`src/rtl/unified_mem_arbiter.sv`:
```
// Round-robin arbiter sharing one memory port between instruction fetch (IF)
// and the load/store unit (DM). The grant is held until mem_ack, or until a
// hung transaction is aborted by the timeout counter. Read data and the
// one-cycle done/err pulses are registered back to the requester that won.
module unified_mem_arbiter #(
    parameter int AW      = 32,
    parameter int DW      = 32,
    parameter int TIMEOUT = 16
) (
    input  logic            clk,
    input  logic            rst,

    input  logic            if_req,
    input  logic [AW-1:0]   if_addr,
    output logic [DW-1:0]   if_rdata,
    output logic            if_done,

    input  logic            dm_req,
    input  logic [AW-1:0]   dm_addr,
    input  logic            dm_we,
    input  logic [DW-1:0]   dm_wdata,
    input  logic [DW/8-1:0] dm_wstrb,
    output logic [DW-1:0]   dm_rdata,
    output logic            dm_done,

    output logic            err,

    output logic            mem_req,
    output logic [AW-1:0]   mem_addr,
    output logic            mem_we,
    output logic [DW-1:0]   mem_wdata,
    output logic [DW/8-1:0] mem_wstrb,
    input  logic            mem_ack,
    input  logic [DW-1:0]   mem_rdata,

    output logic            busy,
    output logic            grant_dm
);

    typedef enum logic [1:0] {
        IDLE    = 2'd0,
        BUSY_IF = 2'd1,
        BUSY_DM = 2'd2
    } state_t;

    // The counter is always at least one bit wide, so TIMEOUT=0 still elaborates.
    localparam int             CW       = (TIMEOUT > 0) ? $clog2(TIMEOUT + 1) : 1;
    localparam logic [CW-1:0]  TO_LIMIT = CW'(TIMEOUT);

    state_t        state;
    state_t        state_next;
    logic          last_dm;      // 1 = DM was served last, so IF wins the next tie
    logic [CW-1:0] wait_cnt;

    logic          if_elig;
    logic          dm_elig;
    logic          pick_dm;
    logic          timeout_hit;
    logic          start;
    logic          finish;

    // A requester whose done pulse is high this cycle still has req asserted;
    // it must not be granted a second time off that stale request.
    assign if_elig = if_req && !if_done;
    assign dm_elig = dm_req && !dm_done;
    assign pick_dm = dm_elig && (!if_elig || !last_dm);

    // Abort on the edge where the no-ack count would reach TIMEOUT, so mem_req
    // stays high for exactly TIMEOUT cycles.
    assign timeout_hit = (TIMEOUT != 0) && !mem_ack && ((wait_cnt + CW'(1)) == TO_LIMIT);

    // State register.
    always_ff @(posedge clk) begin
        // NOTE: sequential state uses non-blocking assignments so every flop
        // samples pre-edge values regardless of block evaluation order.
        if (rst) state <= IDLE;
        else     state <= state_next;
    end

    // Next-state logic: grant from IDLE, return to IDLE on ack or abort.
    always_comb begin
        // NOTE: default first so no path through the case leaves state_next
        // unassigned, which would infer a latch.
        state_next = state;
        unique case (state)
            IDLE: begin
                if (if_elig || dm_elig) state_next = pick_dm ? BUSY_DM : BUSY_IF;
            end
            BUSY_IF, BUSY_DM: begin
                if (mem_ack || timeout_hit) state_next = IDLE;
            end
            default: state_next = IDLE;
        endcase
    end

    // Output decode: busy flag and the grant/finish strobes for the datapath.
    always_comb begin
        busy   = (state != IDLE);
        start  = (state == IDLE) && (if_elig || dm_elig);
        finish = (state != IDLE) && (mem_ack || timeout_hit);
    end

    // Registered datapath: memory command, return data, done/err pulses.
    always_ff @(posedge clk) begin
        if (rst) begin
            mem_req   <= 1'b0;
            mem_addr  <= '0;
            mem_we    <= 1'b0;
            mem_wdata <= '0;
            mem_wstrb <= '0;
            if_rdata  <= '0;
            if_done   <= 1'b0;
            dm_rdata  <= '0;
            dm_done   <= 1'b0;
            err       <= 1'b0;
            grant_dm  <= 1'b0;
            last_dm   <= 1'b1;
            wait_cnt  <= '0;
        end else begin
            if_done <= 1'b0;
            dm_done <= 1'b0;
            err     <= 1'b0;
            if (start) begin
                mem_req   <= 1'b1;
                mem_addr  <= pick_dm ? dm_addr : if_addr;
                mem_we    <= pick_dm && dm_we;
                mem_wdata <= pick_dm ? dm_wdata : '0;
                mem_wstrb <= pick_dm ? dm_wstrb : '0;
                grant_dm  <= pick_dm;
                last_dm   <= pick_dm;
                wait_cnt  <= '0;
            end else if (finish) begin
                mem_req <= 1'b0;
                err     <= !mem_ack;
                if (state == BUSY_DM) begin
                    dm_done  <= 1'b1;
                    dm_rdata <= mem_ack ? mem_rdata : '0;
                end else begin
                    if_done  <= 1'b1;
                    if_rdata <= mem_ack ? mem_rdata : '0;
                end
            end else if (state != IDLE) begin
                wait_cnt <= wait_cnt + CW'(1);
            end
        end
    end

endmodule

```
`config.mk`:
```
export PLATFORM = sky130hd
export DESIGN_NAME = unified_mem_arbiter
export DESIGN_NICKNAME = d
export VERILOG_FILES = /design/src/rtl/unified_mem_arbiter.sv
export SDC_FILE = /design/constraint.sdc
export NUM_CORES = 1
export LEC_CHECK = 0
export ABC_AREA = 1
export BUFFER_PORTS_ARGS = -buffer_cell sky130_fd_sc_hd__buf_2
export CAP_MARGIN = 30
export CORE_MARGIN = 2
export CORE_UTILIZATION = 35
export CTS_CLUSTER_DIAMETER = 100
export DETAILED_ROUTE_END_ITERATION = 6
export GPL_TIMING_DRIVEN = 0
export PLACE_DENSITY_LB_ADDON = 0.1
export SETUP_SLACK_MARGIN = 0.1
export SKIP_CTS_REPAIR_TIMING = 1
export SLEW_MARGIN = 5
export SYNTH_ARGS = -nofsm -noshare
export SYNTH_HDL_FRONTEND = slang
export SYNTH_SLANG_ARGS = --single-unit
```
`constraint.sdc`:
```
create_clock -name clk -period 3.5 [get_ports clk]
set_input_delay 0.875 -clock clk [delete_from_list [all_inputs] [get_ports clk]]
set_output_delay 0.875 -clock clk [all_outputs]
set_load 0.02 [all_outputs]
```
==> flow_summary.toml, run 1 <==
[sta]
setup_viol = 0
rsz0062_at_grt = "false"
fmax_mhz = 358
slew_violations = 0
final_hold_viol_count = 0
fin_skew_ns = 0.00767
relSlewSlack_pct = 62.2
period_needed_ns = 2.79
fin_crit_sh_pct = 79.8
setup_tns_ns = 0
tightestPinTransition_ns = 0.567

[setup_path]
critPathMaxFanout = 10
worst_path_largest_cell_delay_ns = 0.45
rrSetupSlack_ns = 1.46
r2r_cells = 8
worstPathArrival_ns = 1.92
cp.depth = 5
cpMaxStageDelayCell = "buf_1"
path_buf_inv = 4
cp-end-kind = "output port"
required_ns = 2.62
cp_top_family = "buffers and inverters"
path_class = "flip-flop to output port"
critPathLaunchType = "flip-flop"
crit_chain = "inv_1 -> ha_1 -> inv_2 -> buf_1 -> buf_2"

[flow_run]
drv_cap = 0

[detailed_routing]
detail_route.vias_per_cell = 4.47
drcViolationCount = 0
wl_per_cell_microns = 13.3
via_count = 6632
drtAntennaViolNets = 0
first_pass_iters = 4
first_iter_violations = 233
wirelength_mm = 19.8

[layout]
syn2layout_area_growth_pct = 34.7
final_cells = 1483
nets = 1383
num_antenna_cells = 0
fin_util_pct = 48.3
final_layout_size_suffix_gt1_share_pct = 26.7
stdcell_area_sq_mm = 0.00871

[placement]
dp_hpwl_mm = 14.8
place_congestion = 0.806
placedCellCount = 1451
io_buffer_count = 274
dpl_cell_area_sq_mm = 0.00812

[floorplanning]
floorplan.initialDensity_pct = 35.9
boundaryPins = 277
die_y_microns = 140
rows = 49
dieArea_sq_mm = 0.0196
die_x_microns = 140
design.core.area_sq_mm = 0.0180

[power_and_ir_drop]
ir_drop_uv = 350
power_density_mw_per_mm2 = 559
power_mw = 4.87
power_leakage_nw = 4.48

[synth]
synthFlopType = "dfxtp_1"
synth-edff-count = 0
synth.avg_cell_area_sq_um = 6.82
synthesis.area_sq_mm = 0.00647
ys_async_sr_fraction_pct = 0
synth_top_area_share_pct = 45.2
synth_fp_nets = 1090
synth.most_common_cell = "nand2_1"
synthTopCellsByArea = "dfxtp_1 45%, nand2_1 17%, inv_1 8.4%"
synth_area_leader_cell = "dfxtp_1"
synthCells = 948
synth-seq-cells = 146
yosysSeqAreaShare_pct = 45.2
yosysWarnings = 0
ys_top_cells_by_count = "293 x nand2_1, 146 x dfxtp_1, 144 x inv_1, 137 x nor2_1, 66 x nand4_1"
synth.distinct_cells = 20

[min_path]
hold_depth = 2
hp-class = "flip-flop to flip-flop"

[clock_network]
cts_max_level = 4
worstSkewPairLatency_ns = 0.42
clk_pin_slew_ns = 0.06
clock_path_buffers = 2
numClockSinks = 146
cts_root_buf = "clkbuf_16"
numCtsBuffers = 17
tritoncts = "done"

[global_route]
antenna_found_initial = 0
grt_max_degree = 17
grt_usage_pct = 19.7
grt_pass1_wl_mm = 31.3
overflow = 0
grt_pass1_vias = 6253

[run_status]
outcome = "finished clean"
-- flip-flops by register name, indices dropped and copies added, names as in the netlist, 2 cells and up --
register,cells
mem_addr,32
mem_wdata,32
state,2
wait_cnt,5
dm_rdata,32
mem_wstrb,4
if_rdata,32
-- cell type report --
cell class	instances	area, sq um
Clock buffer	17	425
Fill cell	1957	9320
Clock inverter	15	158
Inverter	148	556
Tap cell	229	287
Buffer	63	338
Sequential cell	146	2920
Timing Repair Buffer	274	1370
Multi-Input combinational cell	591	2650
-- path summary, 6_finish.rpt --
check,from,end
worst max-delay path,state[0],busy
worst min-delay path,mem_addr[21],mem_addr[21]
worst max register to register,state[0],dm_rdata[5]
worst min register to register,mem_addr[21],mem_addr[21]
-- where the power goes --
part	internal (mW)	switching [mW]	leakage [nW]
Sequential	1.83	0.0810	1.19
Clock	1.06	0.752	0.288
Combinational	0.378	0.773	3.00
-- cell usage in the layout (no fill, tap or decap), types with 2 or more instances in the layout --
cell         n
nand2_1    293
buf_2      283
dfxtp_1    146
inv_1      144
nor2_1     137
nand4_1     66
a21oi_1     46
o31ai_1     32
clkbuf_1    28
clkbuf_16   17
buf_1       14
buf_6       12
nand3_1      6
clkinv_4     5
inv_2        4
ha_1         4
clkinv_2     4
inv_6        3
nand3_4      2
bufinv_16    2
-- through the flow --
stage	hold slack (ns)	worst slack, ns
after detailed placement	0.441	0.982
final	0.453	0.706
after global routing	0.474	0.643
after global placement	0.439	0.967
after floorplan	0.429	1.51
after CTS	0.457	0.701
-- worst min-delay path: stages (launching register included) --
cell     delay, ns
dfxtp_1       0.32
nand2_1       0.05
o31ai_1       0.05
-- metal layers --
layer	wire, microns	GRT usage (%)
met1	8690	24.3
met2	9330	33.3
met3	1500	5.85
met4	253	6.26
met5	0	0
-- logic make-up after synthesis --
| family | count (synthesis) | share of synthesized area [%] |
|---|---|---|
| buf+inv | 211 | 13.8 |
| fa+ha+maj | 4 | 0.774 |
| simple gates | 507 | 32.8 |
| flops | 146 | 45.2 |
| compound gates | 80 | 7.45 |
No activity file was read; power rests on OpenSTA's default activity.
==> run 2: changes to the inputs <==
--- a/config.mk
+++ b/config.mk
@@ -5,7 +5,7 @@
 export SDC_FILE = /design/constraint.sdc
 export NUM_CORES = 1
 export LEC_CHECK = 0
-export ABC_AREA = 1
+export ABC_AREA = 0
 export BUFFER_PORTS_ARGS = -buffer_cell sky130_fd_sc_hd__buf_2
 export CAP_MARGIN = 30
 export CORE_MARGIN = 2
==> constraint.sdc (replaced) <==
create_clock -name clk -period 2.8 [get_ports clk]
set_input_delay 0.7 -clock clk [delete_from_list [all_inputs] [get_ports clk]]
set_output_delay 0.7 -clock clk [all_outputs]
set_load 0.02 [all_outputs]
==> flow_summary.toml, run 2 <==
[clock_network]
numClockSinks = 146
clk_pin_slew_ns = 0.06
cts_root_buf = "clkbuf_16"
worstSkewPairLatency_ns = 0.41
tritoncts = "done"
numCtsBuffers = 17
cts_max_level = 4
clock_path_buffers = 2

[sta]
setup_tns_ns = 0
fin_ws_ns = 0.484
relSlewSlack_pct = 62.2
period_needed_ns = 2.32
setup_viol = 0
slew_violations = 0
fin_skew_ns = 0.0109
fin_crit_sh_pct = 82.7
final_hold_viol_count = 0
rsz0062_at_grt = "false"
fmax_mhz = 432
tightestPinTransition_ns = 0.567

[global_route]
overflow = 0
grt_pass1_vias = 5402
grt_usage_pct = 20.1
antenna_found_initial = 1
grt_max_degree = 17
grt_pass1_wl_mm = 26.8

[layout]
final_cells = 1116
n_fill_cell = 1621
fin_util_pct = 49.4
regArea_sq_mm = 0.00292
num_antenna_cells = 0
multi_input_comb_area_sq_mm = 0.00241
final_cell_mix = "286 x buf_2, 146 x dfxtp_1, 66 x a21oi_1"
layout_commonest_cell = "buf_2"
final_layout_size_suffix_gt1_share_pct = 36.4
syn2layout_area_growth_pct = 39.4
nets = 1029

[synth]
yosysWarnings = 0
synth-edff-count = 0
synth.distinct_cells = 37
synth_fp_nets = 735
ys_async_sr_fraction_pct = 0
synth.most_common_cell = "dfxtp_1"
synthCells = 593
synth_top_area_share_pct = 52.3
ys_top_cells_by_count = "146 x dfxtp_1, 66 x a21oi_1, 64 x o21ai_0, 62 x nand3_1, 42 x clkbuf_1"
synth-seq-cells = 146
synth.avg_cell_area_sq_um = 9.42
synth_area_leader_cell = "dfxtp_1"
synthTopCellsByArea = "dfxtp_1 52%, mux2i_1 6.1%, a21oi_1 5.9%"
yosysSeqAreaShare_pct = 52.3
synthesis.area_sq_mm = 0.00559
synthFlopType = "dfxtp_1"

[setup_path]
path_class = "flip-flop to flip-flop"
critPathMaxFanout = 10
worstPathArrival_ns = 2.62
rrSetupSlack_ns = 0.48
required_ns = 3.11
reg2reg_to = "mem_wdata[25]"
critPathLaunchType = "flip-flop"
reg2reg_from = "state[0]"
r2r_cells = 8
cp-end-kind = "flip-flop"

[detailed_routing]
first_iter_violations = 229
first_pass_iters = 4
detail_route.vias_per_cell = 4.97
via_count = 5552
drtAntennaViolNets = 0
wirelength_mm = 17.5
drcViolationCount = 0
wl_per_cell_microns = 15.7

[placement]
io_buffer_count = 275
dp_hpwl_mm = 13.7
place_congestion = 0.805
placedCellCount = 1084
place_ws_ns = 0.210

[min_path]
min_to = "grant_dm"
hold_start = "grant_dm"
hp-class = "flip-flop to flip-flop"
hold_depth = 1

[floorplanning]
rows = 46
dieArea_sq_mm = 0.0170
die_x_microns = 130
floorplan.initialDensity_pct = 35.4
design.core.area_sq_mm = 0.0158
boundaryPins = 277
die_y_microns = 130

[run_status]
outcome = "finished clean"

[power_and_ir_drop]
ir_drop_uv = 442
power_leakage_nw = 3.52
power_density_mw_per_mm2 = 748

[flow_run]
drv_cap = 0
==> run 2: changes by cell type in the layout (fill, tap and decap cells not counted), moves of 32 or more <==
| cell | delta |
|---|---|
| nand2_1 | -285 |
| o21ai_0 | +63 |
| a22o_1 | +37 |
| a211oi_1 | +32 |
| o31ai_1 | -32 |
| mux2i_1 | +34 |
| inv_1 | -138 |
| nand4_1 | -65 |
| nand3_1 | +56 |
| nor2_1 | -96 |
==> run 2: critical path: stages (launching register included) <==
cell and delay, ns:
dfxtp_1 0.29, inv_1 0.09, ha_1 0.24, inv_1 0.10, a21oi_1 0.46, nor2_1 0.18, clkbuf_1 0.27, clkbuf_1 0.29
a22o_1 0.29
==> run 2: report_power, final <==
part	switching, mW	internal, mW	total [mW]
Combinational	0.860	0.451	1.31
Clock	0.882	1.25	2.13
Sequential	0.103	2.28	2.39
==> run 2: kinds of logic (layout without fill, tap and decap cells) <==
group / after synthesis / count (layout) / synth area share (%)
AOI/OAI and AO/OA: 210 / 210 / 24.1
xor gates and xnor gates: 3 / 3 / 0.470
adders and majority gates: 4 / 4 / 0.896
buffers and inverters: 63 / 370 / 4.59
DFF: 146 / 146 / 52.3
muxes: 35 / 35 / 6.49
and+or+nand+nor: 132 / 132 / 11.1
==> run 2: layer usage <==
layer	global-route usage [%]	part of all wire [%]	up-vias
met5	0	0.074	-
met1	24.5	43	2605
met2	35.2	50	192
li1	-	-	2738
met3	5.74	6.6	15
met4	5.13	0.90	2
==> run 2: through the flow <==
stage	instance area [sq um]	hold WS, ns	power, mW
6_report	7790	0.450	5.82
5_1_grt	7790	0.477	6.12
4_1_cts	7790	0.457	5.89
3_5_place_dp	7230	0.441	3.75
3_3_place_gp	7230	0.432	3.72
2_1_floorplan	5590	0.457	3.24
==> run 2: cell type report <==
| cell class | count | area share, % |
|---|---|---|
| inverter | 6 | 0.289 |
| clock buffer | 20 | 5.74 |
| buffer | 57 | 3.00 |
| tap | 216 | 3.47 |
| timing repair buffer | 275 | 17.7 |
| sequential | 146 | 37.5 |
| clock inverter | 12 | 1.37 |
| multi-input combinational | 384 | 30.9 |
==> run 2: worst max-delay path by stage <==
stage | from | endpoint | cells after the start
floorplan | dm_req | mem_wdata[23] | 6
global placement | dm_req | mem_wdata[25] | 7
global route | state[0] | mem_wdata[25] | 8
detailed placement | dm_req | wait_cnt[3] | 8
finish | state[0] | mem_wdata[25] | 8
CTS | state[0] | mem_wdata[25] | 8
